**config.mk**
```make
export PLATFORM = sky130hd
export DESIGN_NAME = chip8_mem_seq_flat
export DESIGN_NICKNAME = d
export VERILOG_FILES = /design/src/rtl/chip8_mem_seq_pkg.sv /design/src/rtl/chip8_mem_seq_if.sv /design/src/rtl/chip8_mem_seq_bin2bcd_seq.sv /design/src/rtl/chip8_mem_seq.sv /design/src/flat_wrapper.sv
export SDC_FILE = /design/constraint.sdc
export NUM_CORES = 1
export LEC_CHECK = 0
export CORE_UTILIZATION = 48
export CTS_CLUSTER_SIZE = 16
export DETAILED_ROUTE_END_ITERATION = 10
export GPL_TIMING_DRIVEN = 0
export MAX_ROUTING_LAYER = met4
export PLACE_DENSITY = 0.77
export SLEW_MARGIN = 20
export SYNTH_ARGS = -nofsm -noshare
export SYNTH_HDL_FRONTEND = slang
export SYNTH_HIERARCHICAL = 1
export SYNTH_SLANG_ARGS = --single-unit
```
**constraint.sdc**
```tcl
create_clock -name clk -period 2.53 [get_ports clk]
set_input_delay 0.506 -clock clk [delete_from_list [all_inputs] [get_ports clk]]
set_output_delay 0.506 -clock clk [all_outputs]
set_load 0.005 [all_outputs]
```
**src/rtl/chip8_mem_seq_pkg.sv**
```systemverilog
// Shared definitions for the CHIP-8 FX33/FX55/FX65 transfer sequencer:
// op encodings, FSM state encodings, BCD digit count and a digit-select helper.
package chip8_mem_seq_pkg;

  typedef enum logic [1:0] {
    OP_BCD   = 2'd0,
    OP_STORE = 2'd1,
    OP_LOAD  = 2'd2,
    OP_RSVD  = 2'd3
  } op_e;

  localparam logic [2:0] ST_IDLE     = 3'd0;
  localparam logic [2:0] ST_BCD_CONV = 3'd1;
  localparam logic [2:0] ST_BCD_WR   = 3'd2;
  localparam logic [2:0] ST_STORE    = 3'd3;
  localparam logic [2:0] ST_LOAD     = 3'd4;
  localparam logic [2:0] ST_FINISH   = 3'd5;

  localparam int BCD_DIGITS = 3;

  // Digit 0 is the hundreds digit, written first at address I.
  function automatic logic [3:0] bcd_digit(input logic [11:0] acc, input logic [1:0] idx);
    case (idx)
      2'd0:    bcd_digit = acc[11:8];
      2'd1:    bcd_digit = acc[7:4];
      default: bcd_digit = acc[3:0];
    endcase
  endfunction

endpackage

```
**src/rtl/chip8_mem_seq_if.sv**
```systemverilog
// RAM and register-file bus driven by the transfer sequencer; the sequencer is
// the master, the memory/register-file side is the slave.
interface chip8_mem_seq_if #(
  parameter int ADDR_W = 12,
  parameter int REG_W  = 4
);
  logic [ADDR_W-1:0] mem_addr;
  logic [7:0]        mem_wdata;
  logic              mem_we;
  logic [7:0]        mem_rdata;
  logic [REG_W-1:0]  reg_ridx;
  logic [7:0]        reg_rdata;
  logic [REG_W-1:0]  reg_widx;
  logic [7:0]        reg_wdata;
  logic              reg_we;

  modport master (
    output mem_addr, mem_wdata, mem_we, reg_ridx, reg_widx, reg_wdata, reg_we,
    input  mem_rdata, reg_rdata
  );

  modport slave (
    input  mem_addr, mem_wdata, mem_we, reg_ridx, reg_widx, reg_wdata, reg_we,
    output mem_rdata, reg_rdata
  );
endinterface

```
**src/rtl/chip8_mem_seq_bin2bcd_seq.sv**
```systemverilog
// bin2bcd_seq: 8-bit sequential double-dabble converter, one iteration per cycle.
// done is high during the final iteration; bcd is final on the following cycle.
module bin2bcd_seq
  import chip8_mem_seq_pkg::*;
(
  input  logic        clk,
  input  logic        reset,
  input  logic        start,
  input  logic [7:0]  din,
  output logic [11:0] bcd,
  output logic        done
);

  logic [7:0]  sh_q;
  logic [11:0] acc_q;
  logic [2:0]  cnt_q;
  logic        run_q;
  logic [11:0] adj;

  always_comb begin
    adj = acc_q;
    for (int unsigned n = 0; n < BCD_DIGITS; n++) begin
      if (adj[n*4 +: 4] >= 4'd5) adj[n*4 +: 4] = adj[n*4 +: 4] + 4'd3;
    end
  end

  always_ff @(posedge clk or negedge reset) begin
    if (!reset) begin
      sh_q  <= '0;
      acc_q <= '0;
      cnt_q <= '0;
      run_q <= 1'b0;
    end else if (start) begin
      sh_q  <= din;
      acc_q <= '0;
      cnt_q <= '0;
      run_q <= 1'b1;
    end else if (run_q) begin
      {acc_q, sh_q} <= {adj, sh_q} << 1;
      cnt_q         <= cnt_q + 3'd1;
      if (cnt_q == 3'd7) run_q <= 1'b0;
    end
  end

  assign bcd  = acc_q;
  assign done = run_q && (cnt_q == 3'd7);

endmodule

```
**src/rtl/chip8_mem_seq.sv**
```systemverilog
// Multi-cycle FX33/FX55/FX65 sequencer between the execute stage, register file and RAM.
// Define CHIP8_I_INCREMENT_EN for COSMAC behaviour (STORE/LOAD advance I by x+1).
module chip8_mem_seq
  import chip8_mem_seq_pkg::*;
#(
  parameter int ADDR_W = 12,
  parameter int NREGS  = 16
) (
  input  logic              clk,
  input  logic              reset,
  input  logic              start,
  input  logic [1:0]        op,
  input  logic [3:0]        x,
  input  logic [ADDR_W-1:0] i_in,
  input  logic [7:0]        vx_in,
  output logic              busy,
  output logic              done,
  output logic              err,
  output logic [ADDR_W-1:0] i_out,
  output logic              i_update,
  chip8_mem_seq_if.master   bus
);

  localparam int REG_W = $clog2(NREGS);

  logic [2:0]        state;
  logic [ADDR_W-1:0] base_q;
  logic [3:0]        last_q;
  logic [3:0]        k_q;
  logic              rd_act_q;
  logic [1:0]        didx_q;
  logic [ADDR_W-1:0] mem_addr_q;
  logic              mem_we_q;
  logic [REG_W-1:0]  reg_ridx_q;
  logic [REG_W-1:0]  reg_widx_q;
  logic              reg_we_q;
  logic              busy_q, done_q, err_q;
  logic [3:0]        x_cl;
  logic              conv_start, conv_done;
  logic [11:0]       conv_bcd;
`ifdef CHIP8_I_INCREMENT_EN
  logic [ADDR_W-1:0] i_out_q;
  logic              i_upd_q;
`endif

  assign x_cl       = (int'(x) >= NREGS) ? 4'(NREGS - 1) : x;
  assign conv_start = (state == ST_IDLE) && start && (op == OP_BCD);

  bin2bcd_seq u_bcd (
    .clk   (clk),
    .reset (reset),
    .start (conv_start),
    .din   (vx_in),
    .bcd   (conv_bcd),
    .done  (conv_done)
  );

  always_ff @(posedge clk or negedge reset) begin
    if (!reset) begin
      state      <= ST_IDLE;
      base_q     <= '0;
      last_q     <= '0;
      k_q        <= '0;
      rd_act_q   <= 1'b0;
      didx_q     <= '0;
      mem_addr_q <= '0;
      mem_we_q   <= 1'b0;
      reg_ridx_q <= '0;
      reg_widx_q <= '0;
      reg_we_q   <= 1'b0;
      busy_q     <= 1'b0;
      done_q     <= 1'b0;
      err_q      <= 1'b0;
`ifdef CHIP8_I_INCREMENT_EN
      i_out_q    <= '0;
      i_upd_q    <= 1'b0;
`endif
    end else begin
      case (state)
        ST_IDLE: begin
          if (start) begin
            base_q   <= i_in;
            last_q   <= x_cl;
            k_q      <= '0;
            rd_act_q <= 1'b1;
            busy_q   <= 1'b1;
            case (op)
              OP_BCD:   state <= ST_BCD_CONV;
              OP_STORE: begin
                state      <= ST_STORE;
                reg_ridx_q <= '0;
              end
              OP_LOAD: begin
                state      <= ST_LOAD;
                mem_addr_q <= i_in;
              end
              default: begin
                state  <= ST_FINISH;
                done_q <= 1'b1;
                err_q  <= 1'b1;
              end
            endcase
          end
        end
        ST_BCD_CONV: begin
          if (conv_done) begin
            state      <= ST_BCD_WR;
            mem_we_q   <= 1'b1;
            mem_addr_q <= base_q;
            didx_q     <= '0;
          end
        end
        ST_BCD_WR: begin
          if (didx_q == 2'(BCD_DIGITS - 1)) begin
            mem_we_q <= 1'b0;
            done_q   <= 1'b1;
            state    <= ST_FINISH;
          end else begin
            didx_q     <= didx_q + 2'd1;
            mem_addr_q <= base_q + ADDR_W'(didx_q) + ADDR_W'(1);
          end
        end
        // Read k is issued while write k-1 is in flight; rd_act_q drops after the last read.
        ST_STORE: begin
          if (rd_act_q) begin
            mem_we_q   <= 1'b1;
            mem_addr_q <= base_q + ADDR_W'(k_q);
            if (k_q == last_q) begin
              rd_act_q <= 1'b0;
            end else begin
              k_q        <= k_q + 4'd1;
              reg_ridx_q <= REG_W'(k_q + 4'd1);
            end
          end else begin
            mem_we_q <= 1'b0;
            done_q   <= 1'b1;
            state    <= ST_FINISH;
`ifdef CHIP8_I_INCREMENT_EN
            i_out_q  <= base_q + ADDR_W'(last_q) + ADDR_W'(1);
            i_upd_q  <= 1'b1;
`endif
          end
        end
        ST_LOAD: begin
          if (rd_act_q) begin
            reg_we_q   <= 1'b1;
            reg_widx_q <= REG_W'(k_q);
            if (k_q == last_q) begin
              rd_act_q <= 1'b0;
            end else begin
              k_q        <= k_q + 4'd1;
              mem_addr_q <= base_q + ADDR_W'(k_q) + ADDR_W'(1);
            end
          end else begin
            reg_we_q <= 1'b0;
            done_q   <= 1'b1;
            state    <= ST_FINISH;
`ifdef CHIP8_I_INCREMENT_EN
            i_out_q  <= base_q + ADDR_W'(last_q) + ADDR_W'(1);
            i_upd_q  <= 1'b1;
`endif
          end
        end
        ST_FINISH: begin
          state  <= ST_IDLE;
          busy_q <= 1'b0;
          done_q <= 1'b0;
          err_q  <= 1'b0;
`ifdef CHIP8_I_INCREMENT_EN
          i_upd_q <= 1'b0;
`endif
        end
        default: state <= ST_IDLE;
      endcase
    end
  end

  // Write data is forwarded from the read port in its valid cycle and forced to 0 otherwise.
  always_comb begin
    bus.mem_wdata = '0;
    if (mem_we_q && state == ST_STORE)       bus.mem_wdata = bus.reg_rdata;
    else if (mem_we_q && state == ST_BCD_WR) bus.mem_wdata = {4'd0, bcd_digit(conv_bcd, didx_q)};
  end

  assign bus.reg_wdata = reg_we_q ? bus.mem_rdata : '0;
  assign bus.mem_addr  = mem_addr_q;
  assign bus.mem_we    = mem_we_q;
  assign bus.reg_ridx  = reg_ridx_q;
  assign bus.reg_widx  = reg_widx_q;
  assign bus.reg_we    = reg_we_q;
  assign busy          = busy_q;
  assign done          = done_q;
  assign err           = err_q;

`ifdef CHIP8_I_INCREMENT_EN
  assign i_out    = i_out_q;
  assign i_update = i_upd_q;
`else
  assign i_out    = base_q;
  assign i_update = 1'b0;
`endif

endmodule

```
**src/flat_wrapper.sv**
```systemverilog
// flat-port wrapper written by rule: the top's interface ports become plain ports
module chip8_mem_seq_flat import chip8_mem_seq_pkg::*;
#(
  parameter int ADDR_W = 12,
  parameter int NREGS  = 16
)
  (clk, reset, start, op, x, i_in, vx_in, busy, done, err, i_out, i_update, bus_mem_addr, bus_mem_wdata, bus_mem_we, bus_reg_ridx, bus_reg_widx, bus_reg_wdata, bus_reg_we, bus_mem_rdata, bus_reg_rdata);
  chip8_mem_seq_if #(.ADDR_W(ADDR_W), .REG_W(($clog2(NREGS)))) bus_i ();
  input  logic clk;
  input  logic reset;
  input  logic start;
  input  logic [1:0] op;
  input  logic [3:0] x;
  input  logic [ADDR_W-1:0] i_in;
  input  logic [7:0] vx_in;
  output logic busy;
  output logic done;
  output logic err;
  output logic [ADDR_W-1:0] i_out;
  output logic i_update;
  output wire logic [$bits(bus_i.mem_addr)-1:0] bus_mem_addr;
  output wire logic [$bits(bus_i.mem_wdata)-1:0] bus_mem_wdata;
  output wire logic [$bits(bus_i.mem_we)-1:0] bus_mem_we;
  output wire logic [$bits(bus_i.reg_ridx)-1:0] bus_reg_ridx;
  output wire logic [$bits(bus_i.reg_widx)-1:0] bus_reg_widx;
  output wire logic [$bits(bus_i.reg_wdata)-1:0] bus_reg_wdata;
  output wire logic [$bits(bus_i.reg_we)-1:0] bus_reg_we;
  input wire logic [$bits(bus_i.mem_rdata)-1:0] bus_mem_rdata;
  input wire logic [$bits(bus_i.reg_rdata)-1:0] bus_reg_rdata;
  assign bus_mem_addr = bus_i.mem_addr;
  assign bus_mem_wdata = bus_i.mem_wdata;
  assign bus_mem_we = bus_i.mem_we;
  assign bus_reg_ridx = bus_i.reg_ridx;
  assign bus_reg_widx = bus_i.reg_widx;
  assign bus_reg_wdata = bus_i.reg_wdata;
  assign bus_reg_we = bus_i.reg_we;
  assign bus_i.mem_rdata = bus_mem_rdata;
  assign bus_i.reg_rdata = bus_reg_rdata;
  chip8_mem_seq #(.ADDR_W(ADDR_W), .NREGS(NREGS)) u_core (.clk(clk), .reset(reset), .start(start), .op(op), .x(x), .i_in(i_in), .vx_in(vx_in), .busy(busy), .done(done), .err(err), .i_out(i_out), .i_update(i_update), .bus(bus_i));
endmodule
```
==> impl_table.tex <==
\begin{tabular}{lr}
\hline
Metric & Value \\
\hline
\multicolumn{2}{l}{\textbf{Power and ir drop}} \\
\quad Sum of internal, switching and leakage power & 9.187 mW \\
\quad Peak supply drop & 0.5799 mV \\
\quad Power per cell area & 1289 nW/µm² \\
\quad Reported leakage power & 2.958 nW \\
\multicolumn{2}{l}{\textbf{Drt}} \\
\quad Number of iterations in the first detailed-routing pass & 5 \\
\quad Routed via count & 5,192 \\
\quad Post-detailed-route wirelength per cell & 18.51 µm \\
\quad Vias per Instance & 5.934 \\
\quad Total wire length after detailed routing & 16.20 mm \\
\quad Drt drc & 0 \\
\quad DRT antenna net count & 0 \\
\quad Detailed Route Iter0 Violations & 378 \\
\multicolumn{2}{l}{\textbf{Place}} \\
\quad DP Wirelength & 11.80 mm \\
\quad Cell Area, Placed & 6470 µm² \\
\quad Placement Setup Slack & -0.4527 ns \\
\quad Final estimated routing congestion in global placement & 0.9376 \\
\quad Total placed cells including tap cells & 833 \\
\quad Count of port buffers added during placement & 97 \\
\multicolumn{2}{l}{\textbf{GRT}} \\
\quad Global routing usage summed across all routing layers & 0.2969 \\
\quad Grt ovf & 0 \\
\quad Antenna violations before repair & 0 \\
\quad Maximum number of pins on one net before global-route repair & 50 \\
\quad Global Route met2 Usage & 0.4848 \\
\quad Met3 track utilization from global routing & 0.06383 \\
\quad Number of global-route vias before repair & 4,928 \\
\quad Global-route layer with the greatest usage & met2 \\
\quad Wire length of the first global-routing pass & 25.19 mm \\
\quad Routing usage on met1 & 0.3610 \\
\multicolumn{2}{l}{\textbf{Timing}} \\
\quad Final Max Tran Viols & 0 \\
\quad Final period utilization & 1.036 \\
\quad Final clock skew & 0.007409 ns \\
\quad Unrepaired setup endpoints after global routing & yes \\
\quad Transition at the pin with the smallest max-transition slack & 0.6269 ns \\
\quad Number of failing setup endpoints in the final timing report & 6 \\
\quad Fmax & 0.3816 GHz \\
\quad Worst rel slew slack & 0.5782 \\
\quad Worst setup margin & -0.09086 ns \\
\quad Tmin final & 2.621 ns \\
\quad Hold Vio Cnt, Final & 0 \\
\multicolumn{2}{l}{\textbf{Cells and area}} \\
\quad Ant. Diodes & 0 \\
\quad Final net count & 800 \\
\quad Final Instance Area & 7129 µm² \\
\quad Synth-to-Final Area Change & 34.90\% \\
\quad Most common cell after layout, fill and taps aside & sky130\_fd\_sc\_hd\_\_clkdlybuf4s50\_1 \\
\quad Final core utilization & 0.6784 \\
\quad Post-Layout Cell Count & 875 \\
\quad Area taken by flip-flops and latches & 1884 µm² \\
\quad Layout filler cell count & 883 \\
\quad Layout cells sized above 1 & 0.1908 \\
\quad Multi-input combinational cell area & 3344 µm² \\
\quad Commonest cells after routing, fill and taps aside & sky130\_fd\_sc\_hd\_\_clkdlybuf4s50\_1, sky130\_fd\_sc\_hd\_\_dfrtp\_1, sky130\_fd\_sc\_hd\_\_nand2\_1, sky130\_fd\_sc\_hd\_\_o21ai\_0, sky130\_fd\_sc\_hd\_\_nor2\_1 \\
\multicolumn{2}{l}{\textbf{Die}} \\
\quad IO Pins & 99 \\
\quad Placeable core region & 10,510 µm² \\
\quad Height of the die & 106.9 µm \\
\quad Floorplan die area & 11,430 µm² \\
\quad Row count & 37 \\
\quad Starting utilization of the core area & 0.5029 \\
\quad Floorplan die width & 106.9 µm \\
\multicolumn{2}{l}{\textbf{CTS}} \\
\quad Clock latency on the worst-skew pair & 0.36 ns \\
\quad Bufs on Longest Clock Path & 2 \\
\quad Clock sink count & 75 \\
\quad Num CTS Buffers & 9 \\
\quad Clock Tree Root & sky130\_fd\_sc\_hd\_\_clkbuf\_8 \\
\quad Maximum level of the CTS H-tree & 3 \\
\quad Number of hold buffers added after CTS & 0 \\
\quad Clock tree from TritonCTS & done \\
\quad Clock transition at path regs & 0.08 ns \\
\multicolumn{2}{l}{\textbf{Yosys}} \\
\quad Top\_reg\_cell synth & sky130\_fd\_sc\_hd\_\_dfrtp\_1 \\
\quad Top cells by area, synth & sky130\_fd\_sc\_hd\_\_dfrtp\_1, sky130\_fd\_sc\_hd\_\_ha\_1, sky130\_fd\_sc\_hd\_\_nand2\_1, sky130\_fd\_sc\_hd\_\_o21ai\_0, sky130\_fd\_sc\_hd\_\_mux2\_2 \\
\quad Post-Synthesis Cells & 599 \\
\quad Yosys reg bits & 75 \\
\quad Number of flops mapped to enable cells by yosys & 0 \\
\quad Post-synthesis cell type count & 80 \\
\quad Leading area contributor after synthesis & sky130\_fd\_sc\_hd\_\_dfrtp\_1 \\
\quad Share of Yosys cell area claimed by the top area cell type & 0.3551 \\
\quad Sequential element share of the synthesized area & 0.3551 \\
\quad Yosys warns & 6 \\
\quad Area of the mapped netlist & 5285 µm² \\
\quad FFs w/ async S/R, synth & 1.000 \\
\quad Synth Net Count & 665 \\
\quad Avg Cell Area, Syn & 8.823 µm² \\
\multicolumn{2}{l}{\textbf{Run status}} \\
\quad Failing checks & setup timing \\
\quad Result of the run & finished with violations \\
\multicolumn{2}{l}{\textbf{Setup path}} \\
\quad Cell Chain, Critical Path & buf\_4 -> inv\_1 -> ha\_1 -> fa\_1 -> nand3b\_1 -> xnor2\_1 -> o21ai\_0 -> o31ai\_1 -> o221ai\_1 -> o21ai\_1 -> o21ai\_0 \\
\quad Element type at the critical path end & flip-flop \\
\quad Critical Path Fanout Max & 3 \\
\quad Data arrival time of the worst path & 2.90 ns \\
\quad CP bufs+invs & 2 \\
\quad Required arrival time at the worst endpoint & 2.81 ns \\
\quad Cell seen most often among critical-path stages & sky130\_fd\_sc\_hd\_\_o21ai\_0 \\
\quad Slowest CP cell & sky130\_fd\_sc\_hd\_\_dfrtp\_1 \\
\quad Delay of the slowest cell on the worst path & 0.42 ns \\
\quad Cell family with most CP delay & compound AO/OA/AOI/OAI gates \\
\quad Startpoint Class & flip-flop \\
\quad Critical path class & flip-flop to flip-flop \\
\multicolumn{2}{l}{\textbf{Flow run}} \\
\quad Count of max-cap constraint violations & 0 \\
\multicolumn{2}{l}{\textbf{Worst hold path}} \\
\quad Hold Crit Class & input port to async pin \\
\hline
\end{tabular}
==> worst register-to-register path: cells and delay by family (launching register included) <==
kind / cells / cell delay (ns)
compound gates: 5 / 0.85
xor+xnor: 1 / 0.18
fa+ha+maj: 2 / 0.62
buf+inv: 2 / 0.20
flops: 1 / 0.42
simple gates: 1 / 0.27
==> sequential cells by signal, summed over array words and instances (netlist names), 2 cells and up <==
signal and flops:
u_core/u_bcd/cnt_q 3, u_core/didx_q 2, u_core/u_bcd/bcd 12, u_core/u_bcd/sh_q 8
u_core/k_q 4, u_core/i_out 12, u_core/last_q 4, u_core/bus.reg_widx 4
u_core/bus.reg_ridx 4, u_core/state 3, u_core/bus.mem_addr 12
==> repair_timing <==
item                       4_1_cts  5_1_grt
buffers inserted                22        4
resized for setup               44       21
pin swaps                       16       10
setup endpoints to repair       16       29
==> logic make-up (layout without fill, tap and decap cells) <==
logic type                 after synthesis  count (layout)  share of synthesized area
buffers and inverters                   59             199                    0.04877
DFF                                     75              75                     0.3551
adders and majority gates               21              21                    0.05256
xor gates and xnor gates                31              31                    0.05279
AOI/OAI and AO/OA                      168             168                     0.2105
and+or+nand+nor                        212             212                     0.2079
other                                    1               1                  0.0007095
muxes                                   32              32                    0.07173
==> synthesized netlist by cell type, types with 12 or more instances <==
master	count
sky130_fd_sc_hd__ha_1	19
sky130_fd_sc_hd__buf_2	14
sky130_fd_sc_hd__nor2_1	41
sky130_fd_sc_hd__clkbuf_1	13
sky130_fd_sc_hd__nand2b_1	13
sky130_fd_sc_hd__nand3_1	20
sky130_fd_sc_hd__mux2_2	17
sky130_fd_sc_hd__dfrtp_1	75
sky130_fd_sc_hd__inv_1	22
sky130_fd_sc_hd__and2_1	14
sky130_fd_sc_hd__xnor2_1	17
sky130_fd_sc_hd__mux2i_1	12
sky130_fd_sc_hd__nand2_1	62
sky130_fd_sc_hd__o21ai_0	46
sky130_fd_sc_hd__a21oi_1	37
sky130_fd_sc_hd__xor2_1	13
==> per-stage QoR <==
step	TNS, ns	hold slack (ns)
finish	-0.3255	0.05122
global route	-0.7325	0.05833
CTS	-0.1375	0.05339
detailed placement	-7.611	0.4542
global placement	-129.80	0.4622
floorplan	0	0.2104
==> per-layer routing <==
metal	vias up	part of all wire
met5	-	0
met4	0	0.028
met3	46	0.078
met2	259	0.49
met1	2459	0.41
li1	2428	-
==> final cells by class <==
cell class	instances	area share
Sequential cell	75	0.2643
Timing Repair Buffer	124	0.1683
Tap cell	136	0.02387
Clock inverter	6	0.01018
Multi-Input combinational cell	465	0.4691
Buffer	35	0.03229
Inverter	24	0.01264
Clock buffer	10	0.01931
==> where the power goes <==
group	internal, mW	leakage, nW	switching, mW
sequential	1.76	0.922	0.498
combinational	2.78	1.93	3.17
clock	0.491	0.103	0.497
total	5.03	2.96	4.16
==> worst paths after layout <==
kind	from	cells after the start	end	slack, ns
max in group asynchronous	reset	2	u_core/k_q[0]	1.89
setup reg to reg	u_core/i_out[0]	11	u_core/bus.mem_addr[4]	-0.09
hold / removal	reset	1	u_core/i_out[9]	0.05
setup / recovery	u_core/i_out[0]	11	u_core/bus.mem_addr[4]	-0.09
hold reg to reg	u_core/bus.mem_addr[1]	2	u_core/bus.mem_addr[1]	0.48
min in group clk	u_core/bus.mem_addr[1]	2	u_core/bus.mem_addr[1]	0.48
Power figures use the tool's default switching activity.
